File: src/rtl/pwm_hbridge_driver.sv
// Complementary-direction PWM for one H-bridge, driven by a signed duty command.
// Duty is shadowed at period boundaries; direction reversals insert a dead time.
module pwm_hbridge_driver #(
    parameter int PWM_PERIOD      = 1600,
    parameter int DEADTIME_CYCLES = 16,
    parameter int CNT_W           = 16
) (
    input  logic        CLK,
    input  logic        reset,
    input  logic [23:0] duty,
    input  logic        enable,
    output logic        pwm_a,
    output logic        pwm_b,
    output logic        dir,
    output logic        period_start,
    output logic        clamped
);

    typedef enum logic [1:0] {IDLE, FWD, REV, DEAD} state_t;

    localparam logic [CNT_W-1:0] LAST_CNT  = CNT_W'(PWM_PERIOD - 1);
    localparam logic [CNT_W-1:0] FULL_MAG  = CNT_W'(PWM_PERIOD);
    localparam logic [CNT_W-1:0] DEAD_LEN  = CNT_W'(DEADTIME_CYCLES);
    localparam logic [24:0]      PERIOD_25 = 25'(PWM_PERIOD);

    logic [CNT_W-1:0] cnt, cnt_next, dead_cnt, dead_cnt_next, mag;
    logic [23:0]      shadow_duty, eff_duty;
    logic [24:0]      duty_ext, abs_duty;
    logic             load, over, target_rev, target_rev_next;
    logic             pwm_a_next, pwm_b_next, dir_next;
    state_t           state, state_next;

    // On the boundary edge the incoming duty is what the shadow captures, so the
    // period about to start is evaluated from it directly.
    always_comb begin : period_logic
        load     = (cnt == LAST_CNT);
        cnt_next = load ? '0 : cnt + CNT_W'(1);
        eff_duty = load ? duty : shadow_duty;
        duty_ext = {eff_duty[23], eff_duty};
        abs_duty = eff_duty[23] ? -duty_ext : duty_ext;
        over     = (abs_duty > PERIOD_25);
        mag      = over ? FULL_MAG : abs_duty[CNT_W-1:0];
    end

    always_comb begin : fsm_logic
        // NOTE: every combinational output gets a default first so no path infers a latch.
        state_next      = state;
        target_rev_next = target_rev;
        dead_cnt_next   = dead_cnt;
        if (!enable) begin
            state_next = IDLE;
        end else if (load) begin
            if (eff_duty == '0) begin
                state_next = IDLE;
            end else if (!eff_duty[23]) begin
                if (state == REV || state == DEAD) begin
                    state_next      = DEAD;
                    target_rev_next = 1'b0;
                    dead_cnt_next   = CNT_W'(1);
                end else begin
                    state_next = FWD;
                end
            end else begin
                if (state == FWD || state == DEAD) begin
                    state_next      = DEAD;
                    target_rev_next = 1'b1;
                    dead_cnt_next   = CNT_W'(1);
                end else begin
                    state_next = REV;
                end
            end
        end else if (state == DEAD) begin
            // dead_cnt numbers the dead cycle currently on the outputs.
            if (dead_cnt >= DEAD_LEN) begin
                state_next = target_rev ? REV : FWD;
            end else begin
                dead_cnt_next = dead_cnt + CNT_W'(1);
            end
        end

        pwm_a_next = (state_next == FWD) && (cnt_next < mag);
        pwm_b_next = (state_next == REV) && (cnt_next < mag);
        dir_next   = (state_next == REV) || ((state_next == DEAD) && target_rev_next);
    end

    // Outputs are computed from the next counter value so they line up with it.
    always_ff @(posedge CLK or posedge reset) begin
        if (reset) begin
            cnt          <= '0;
            shadow_duty  <= '0;
            state        <= IDLE;
            target_rev   <= 1'b0;
            dead_cnt     <= '0;
            pwm_a        <= 1'b0;
            pwm_b        <= 1'b0;
            dir          <= 1'b0;
            period_start <= 1'b0;
            clamped      <= 1'b0;
        end else begin
            // NOTE: non-blocking assignments so every register samples pre-edge values.
            cnt          <= cnt_next;
            shadow_duty  <= eff_duty;
            state        <= state_next;
            target_rev   <= target_rev_next;
            dead_cnt     <= dead_cnt_next;
            pwm_a        <= pwm_a_next;
            pwm_b        <= pwm_b_next;
            dir          <= dir_next;
            period_start <= load;
            if (load) begin
                clamped <= over;
            end
        end
    end

endmodule

File: config.mk
export PLATFORM = sky130hd
export DESIGN_NAME = pwm_hbridge_driver
export DESIGN_NICKNAME = d
export VERILOG_FILES = /design/src/rtl/pwm_hbridge_driver.sv
export SDC_FILE = /design/constraint.sdc
export NUM_CORES = 1
export LEC_CHECK = 0
export BUFFER_PORTS_ARGS = -buffer_cell sky130_fd_sc_hd__buf_2
export CAP_MARGIN = 20
export CORE_MARGIN = 4
export CORE_UTILIZATION = 55
export DETAILED_ROUTE_END_ITERATION = 10
export PLACE_DENSITY = 0.75
export SLEW_MARGIN = 20
export SYNTH_ARGS = -nofsm -noshare
export SYNTH_HDL_FRONTEND = slang
export SYNTH_SLANG_ARGS = --single-unit
File: constraint.sdc
create_clock -name CLK -period 7.4 [get_ports CLK]
set_input_delay 0.74 -clock CLK [delete_from_list [all_inputs] [get_ports CLK]]
set_output_delay 0.74 -clock CLK [all_outputs]
set_load 0.005 [all_outputs]
[Word level (Yosys, flattened, before mapping)]
Cells that the tools add are included.
Operators by class
  order comparisons: 3
  mux-type cells: 26
  equal/unequal tests: 11
  $add $sub $neg: 3
  reduce and logical (&&, ||, !) cells: 9
Operators by type and width (number)
  $mux W16: 9
  $add A16 B1 Y16 const B: 2
  $gt A25 B11 Y1 const B: 1
  $mux W25: 1
  $neg A25 Y25: 1
  $logic_not A24 Y1: 1
  $mux W24: 1
  $eq A16 B11 Y1 const B: 1
  $ge A16 B5 Y1 const B: 1
  $lt A16 B16 Y1: 1
  $mux W2: 8
  $eq A2 B2 Y1 const B: 4
  $mux W1: 7
  $ne A3 B2 Y1 const B: 2
  $reduce_and A6 Y1: 1
  $eq A2 B1 Y1 const B: 2
  $ne A2 B2 Y1 const B: 2
  $logic_and A1 B1 Y1: 3
  $logic_or A1 B1 Y1: 3
  $reduce_bool A2 Y1: 1
Word-level totals
  input port bits: 27
  output and inout bits: 5
  flip-flop bits (word level): 64
  word-level logic and storage cells: 62

[Depth between registers and ports, before layout]
  depth in word-level cells: 10
  depth in mapped cells: 28
  depth with buffers taken out: 23

[Worst setup path after synthesis]
Ideal clock, no wire load.
  path type: flip-flop to flip-flop
  start point: register cnt[6]
  end point: register pwm_a
  required time: 7312 ps
  cell stages (with the launch flop): 26
  setup time: 88 ps
  data arrival time: 6364 ps
  period minus slack after synthesis: 6452 ps
  setup slack: 948 ps
  cells stage by stage: dfrtp_1 or4_4 nor4_4 buf_6 buf_6 buf_2 buf_1 mux2i_1 ha_1 or4b_2 nor3_2 mux2i_1 or3b_2 a32o_1 and4bb_1 and3_1 and2_1 buf_6 nand2b_1 ha_1 a21o_1 a21o_1 a21oi_1 a211oi_1 a221oi_1 nor3b_1
On the way
  longest elaborated chain between the ends: 8
  elaborated cells on any way between the ends: 16
RTL lines
  start, declared: line 26  | logic [CNT_W-1:0] cnt, cnt_next, dead_cnt, dead_cnt_next, mag;
  start signal, assigned: line 101  | cnt <= cnt_next;
  $eq A16 B11 Y1: line 36  | load = (cnt == LAST_CNT);
  $mux W24: line 38  | eff_duty = load ? duty : shadow_duty;
  $neg A25 Y25, or another cell as far along: line 40  | abs_duty = eff_duty[23] ? -duty_ext : duty_ext;
  $mux W25 or $mux W2 (tied branches): line 40, 53
  $gt A25 B11 Y1 or $mux W2 (tied branches): line 41, 52
  $mux W16 or $mux W2 (tied branches): line 42, 50
  $lt A16 B16 Y1 or $eq A2 B1 Y1 (tied branches): line 81  | pwm_a_next = (state_next == FWD) && (cnt_next < mag);
  $logic_and A1 B1 Y1 *: line 81
  named net pwm_a_next: line 30  | logic pwm_a_next, pwm_b_next, dir_next;
  end signal, assigned: line 106  | pwm_a <= pwm_a_next;
  end, declared: line 12  | output logic pwm_a,
The timed path passes the listed nets; every way through them passes the cells marked *.
A chain may end at the register's enable or synchronous reset.

[Final worst setup path]
  start point: register cnt[6]
  end point: register pwm_b
On the way
  longest elaborated chain between the ends: 8
  elaborated cells on any way between the ends: 16
RTL lines
  $eq A16 B11 Y1: line 36
  $mux W24: line 38
  $neg A25 Y25, or another cell as far along: line 40
  $mux W25 or $mux W2 (tied branches): line 40, 53
  $gt A25 B11 Y1 or $mux W2 (tied branches): line 41, 52
  $mux W16 or $mux W2 (tied branches): line 42, 50
  $lt A16 B16 Y1 or $eq A2 B2 Y1 (tied branches): line 82  | pwm_b_next = (state_next == REV) && (cnt_next < mag);
  $logic_and A1 B1 Y1 *: line 82
  named net pwm_b_next: line 30
  end signal, assigned: line 107  | pwm_b <= pwm_b_next;
  end, declared: line 13  | output logic pwm_b,
Marked as above.

==> out/qor.csv <==
metric;value;unit
grt_pass1_wl;20600;um
worstSetupPathType;register to register;
power_frac_comb;7.7;%
core;0.00822;sq mm
yosysUniqueCellTypes;73;
max-vdd-ir-drop;0.109;mV
rsz0062_at_grt;false;
syn_area;0.00467;sq mm
path_cells;or4_4, or4_1, mux2i_1, ha_1, or4b_2, nor3_2, mux2i_1, or3b_2, a32o_1, and4bb_1, and3_1, and2_1, nand2b_1, ha_1, a21o_1, a21o_1, a21oi_1, a211oi_1, a221oi_1, nor3b_1;
worstHoldPathType;register to register;
vias;4280;
routedWlPerCell;17.5;um
synthTopCellsByArea;dfrtp_1 34%, nand2_1 5.6%, ha_1 5.1%, nor2_1 4.0%, xnor2_1 3.9%;
power_density;148;mW/mm^2
hold_depth;2;
grt_pass1_vias;4259;
cp-start-kind;register;
placedInstanceArea;0.00487;sq mm
p_int;0.571;mW
viasPerCell;6.28;
slew_violations;0;
setup_viol;0;
clk_pin_slew;0.07;ns
critical-path-max-stage-delay;0.65;ns
drive_gt1_share;13.2;%
diodes;0;
synthMostInstantiatedCell;nand2_1;
synth_top_area_cell;dfrtp_1;
die_w;100;um
die_area;0.0100;sq mm
antenna_found_initial;0;
cp.arrival;6.69;ns
syn_area_per_cell;8.55;sq um
track_usage;25.4;%
async_flop_share;100;%
tritoncts;done;
cts-root-buf;clkbuf_8;
synth_top_area_share;34.3;%
hpwl;8700;um
final_cell_area;0.00508;sq mm
htreeDepth;3;
cts_sinks;64;
skew;0.00820;ns
required;7.65;ns
drtAntennaViolNets;0;
die_y;100;um
p_leak;2.17;nW
cp_max_fo;9;
grt_start_max_net_pins;65;
critical_path.top_delay_family;simple AND/OR/NAND/NOR gates;
worstMarginPinSlew;0.980;ns
endpoint_kind;register;
yosys_warnings;0;
r2r_start;cnt[6];
post_cts.repair.setup_buffers;0;
area_growth;8.98;%
hold_violations;0;
finalCriticalPeriod;6.45;ns
synth_edf_count;0;
rows;33;
cts_resized;0;
min_to;dead_cnt[15];
wirelength;11900;um
synth-main-ff-cell;dfrtp_1;
clock_latency;0.34;ns
seq_power_share;47.0;%
first_iter_violations;245;
numCtsBuffers;9;
overflow;0;
nNetsFinal;619;
synth_common_cells;70 x nand2_1, 64 x dfrtp_1, 50 x nor2_1;
dr.pass1.iters;5;
port_buffers;31;
ioPinCount;32;
finalSetupTns;0;ns
place_congestion;1.00;
outcome;finished clean;
power_frac_clock;45.3;%
synthCells;546;
ff2ff_setup_slack;0.95;ns
n_fill_cell;704;
synth_seq_area_share;34.3;%
clock.fmax;155;MHz
path_depth;20;
drcViolationCount;0;
switching_share;23.8;%
initial_core_util;56.8;%
slowest_stage;or4b_2;
ff2ff_path_depth;20;
maxCapViolCount;0;
clock_path_buffers;2;
cts_hold_buf;0;
cp_num_buf_inv;0;
p_sw;0.179;mW
r2r-end;pwm_b;
slew-limit-headroom;32.8;%
ys_ff_latch;64;
min_from;dead_cnt[15];
timing.final.crit_share;87.1;%
==> layout by cell type (no fill, tap or decap), drive strengths merged, types with 4 or more instances in the layout <==
master,instances
nand2,70
dfrtp,64
nor2,50
buf,35
nor3,28
nand3,23
xnor2,21
a21oi,21
o21ai,21
ha,19
nor4,15
xor2,14
nand2b,13
and3,13
mux2i,12
inv,12
clkbuf,11
or4,11
nand4,10
a31oi,9
and2,9
mux2,8
or3,6
a21o,5
conb,5
o31a,4
nor3b,4
o22ai,4
a211oi,4
o31ai,4
nor2b,4
a221oi,4
or2,4
==> how the worst max path moves through the flow <==
stage,start,endpoint
2_1_floorplan,cnt[6],pwm_a
4_1_cts,cnt[6],pwm_b
6_report,cnt[6],pwm_b
3_3_place_gp,cnt[6],pwm_b
3_5_place_dp,cnt[6],pwm_b
5_1_grt,cnt[6],pwm_b
==> per-stage QoR <==
step / utilization, % / cells / setup slack, ns / hold WS [ns] / total power, mW
2_1_floorplan: - / 550 / 0.948 / 0.461 / 0.393
3_3_place_gp: 59.2 / 667 / 1.21 / 0.490 / 0.415
3_5_place_dp: 59.2 / 667 / 1.04 / 0.499 / 0.417
4_1_cts: 61.9 / 682 / 1.00 / 0.516 / 0.758
5_1_grt: 61.9 / 682 / 0.559 / 0.548 / 0.781
6_report: 61.9 / 682 / 0.954 / 0.521 / 0.750
==> state kept, by name, summed over array words and instances, names as in the netlist <==
signal and count:
pwm_a 1, pwm_b 1, shadow_duty 24, state 2, clamped 1, period_start 1, dir 1, cnt 16
dead_cnt 16, target_rev 1
==> power by group through the flow <==
stage               sequential [mW]  clock (mW)  combinational [mW]
floorplan                     0.358           0              0.0352
global placement              0.359           0              0.0560
detailed placement            0.359           0              0.0573
CTS                           0.352       0.348              0.0577
global route                  0.352       0.363              0.0650
finish                        0.353       0.340              0.0579
==> cell families after synthesis <==
| logic type | after synthesis | share of synthesized area, % |
|---|---|---|
| and+or+nand+nor | 274 | 31.0 |
| AOI/OAI and AO/OA | 99 | 14.7 |
| DFF | 64 | 34.3 |
| xor gates and xnor gates | 35 | 6.57 |
| buffers and inverters | 34 | 3.70 |
| muxes | 20 | 4.51 |
| adders and majority gates | 19 | 5.10 |
| other | 1 | 0.0804 |
==> metal layers <==
layer / GRT usage [%] / share of wire [%] / wire length (um) / up-vias
li1: - / - / - / 2052
met1: 35.3 / 45 / 5380 / 2047
met2: 39.6 / 46 / 5520 / 159
met3: 5.84 / 6.4 / 765 / 22
met4: 8.08 / 2.2 / 262 / 0
met5: 0 / 0 / 0 / -
==> layout make-up <==
type                    count  area (sq um)  area share (%)
multi-input cells         452          2910            57.2
flip-flops and latches     64          1600            31.5
repair buffers             35           185            3.64
clock buffers              11           141            2.78
well taps                 105           131            2.58
clock inverters             4          77.6            1.53
inverters                  11          41.3           0.812
==> worst register-to-register path, cell delays in order (launching register included) <==
cell and delay, ns:
dfrtp_1 0.43, or4_4 0.59, or4_1 0.60, mux2i_1 0.31, ha_1 0.33, or4b_2 0.65
nor3_2 0.27, mux2i_1 0.11, or3b_2 0.47, a32o_1 0.23, and4bb_1 0.23, and3_1 0.21
and2_1 0.34, nand2b_1 0.10, ha_1 0.30, a21o_1 0.16, a21o_1 0.17, a21oi_1 0.20
a211oi_1 0.12, a221oi_1 0.32, nor3b_1 0.23
(Power assumes the default switching activity.)
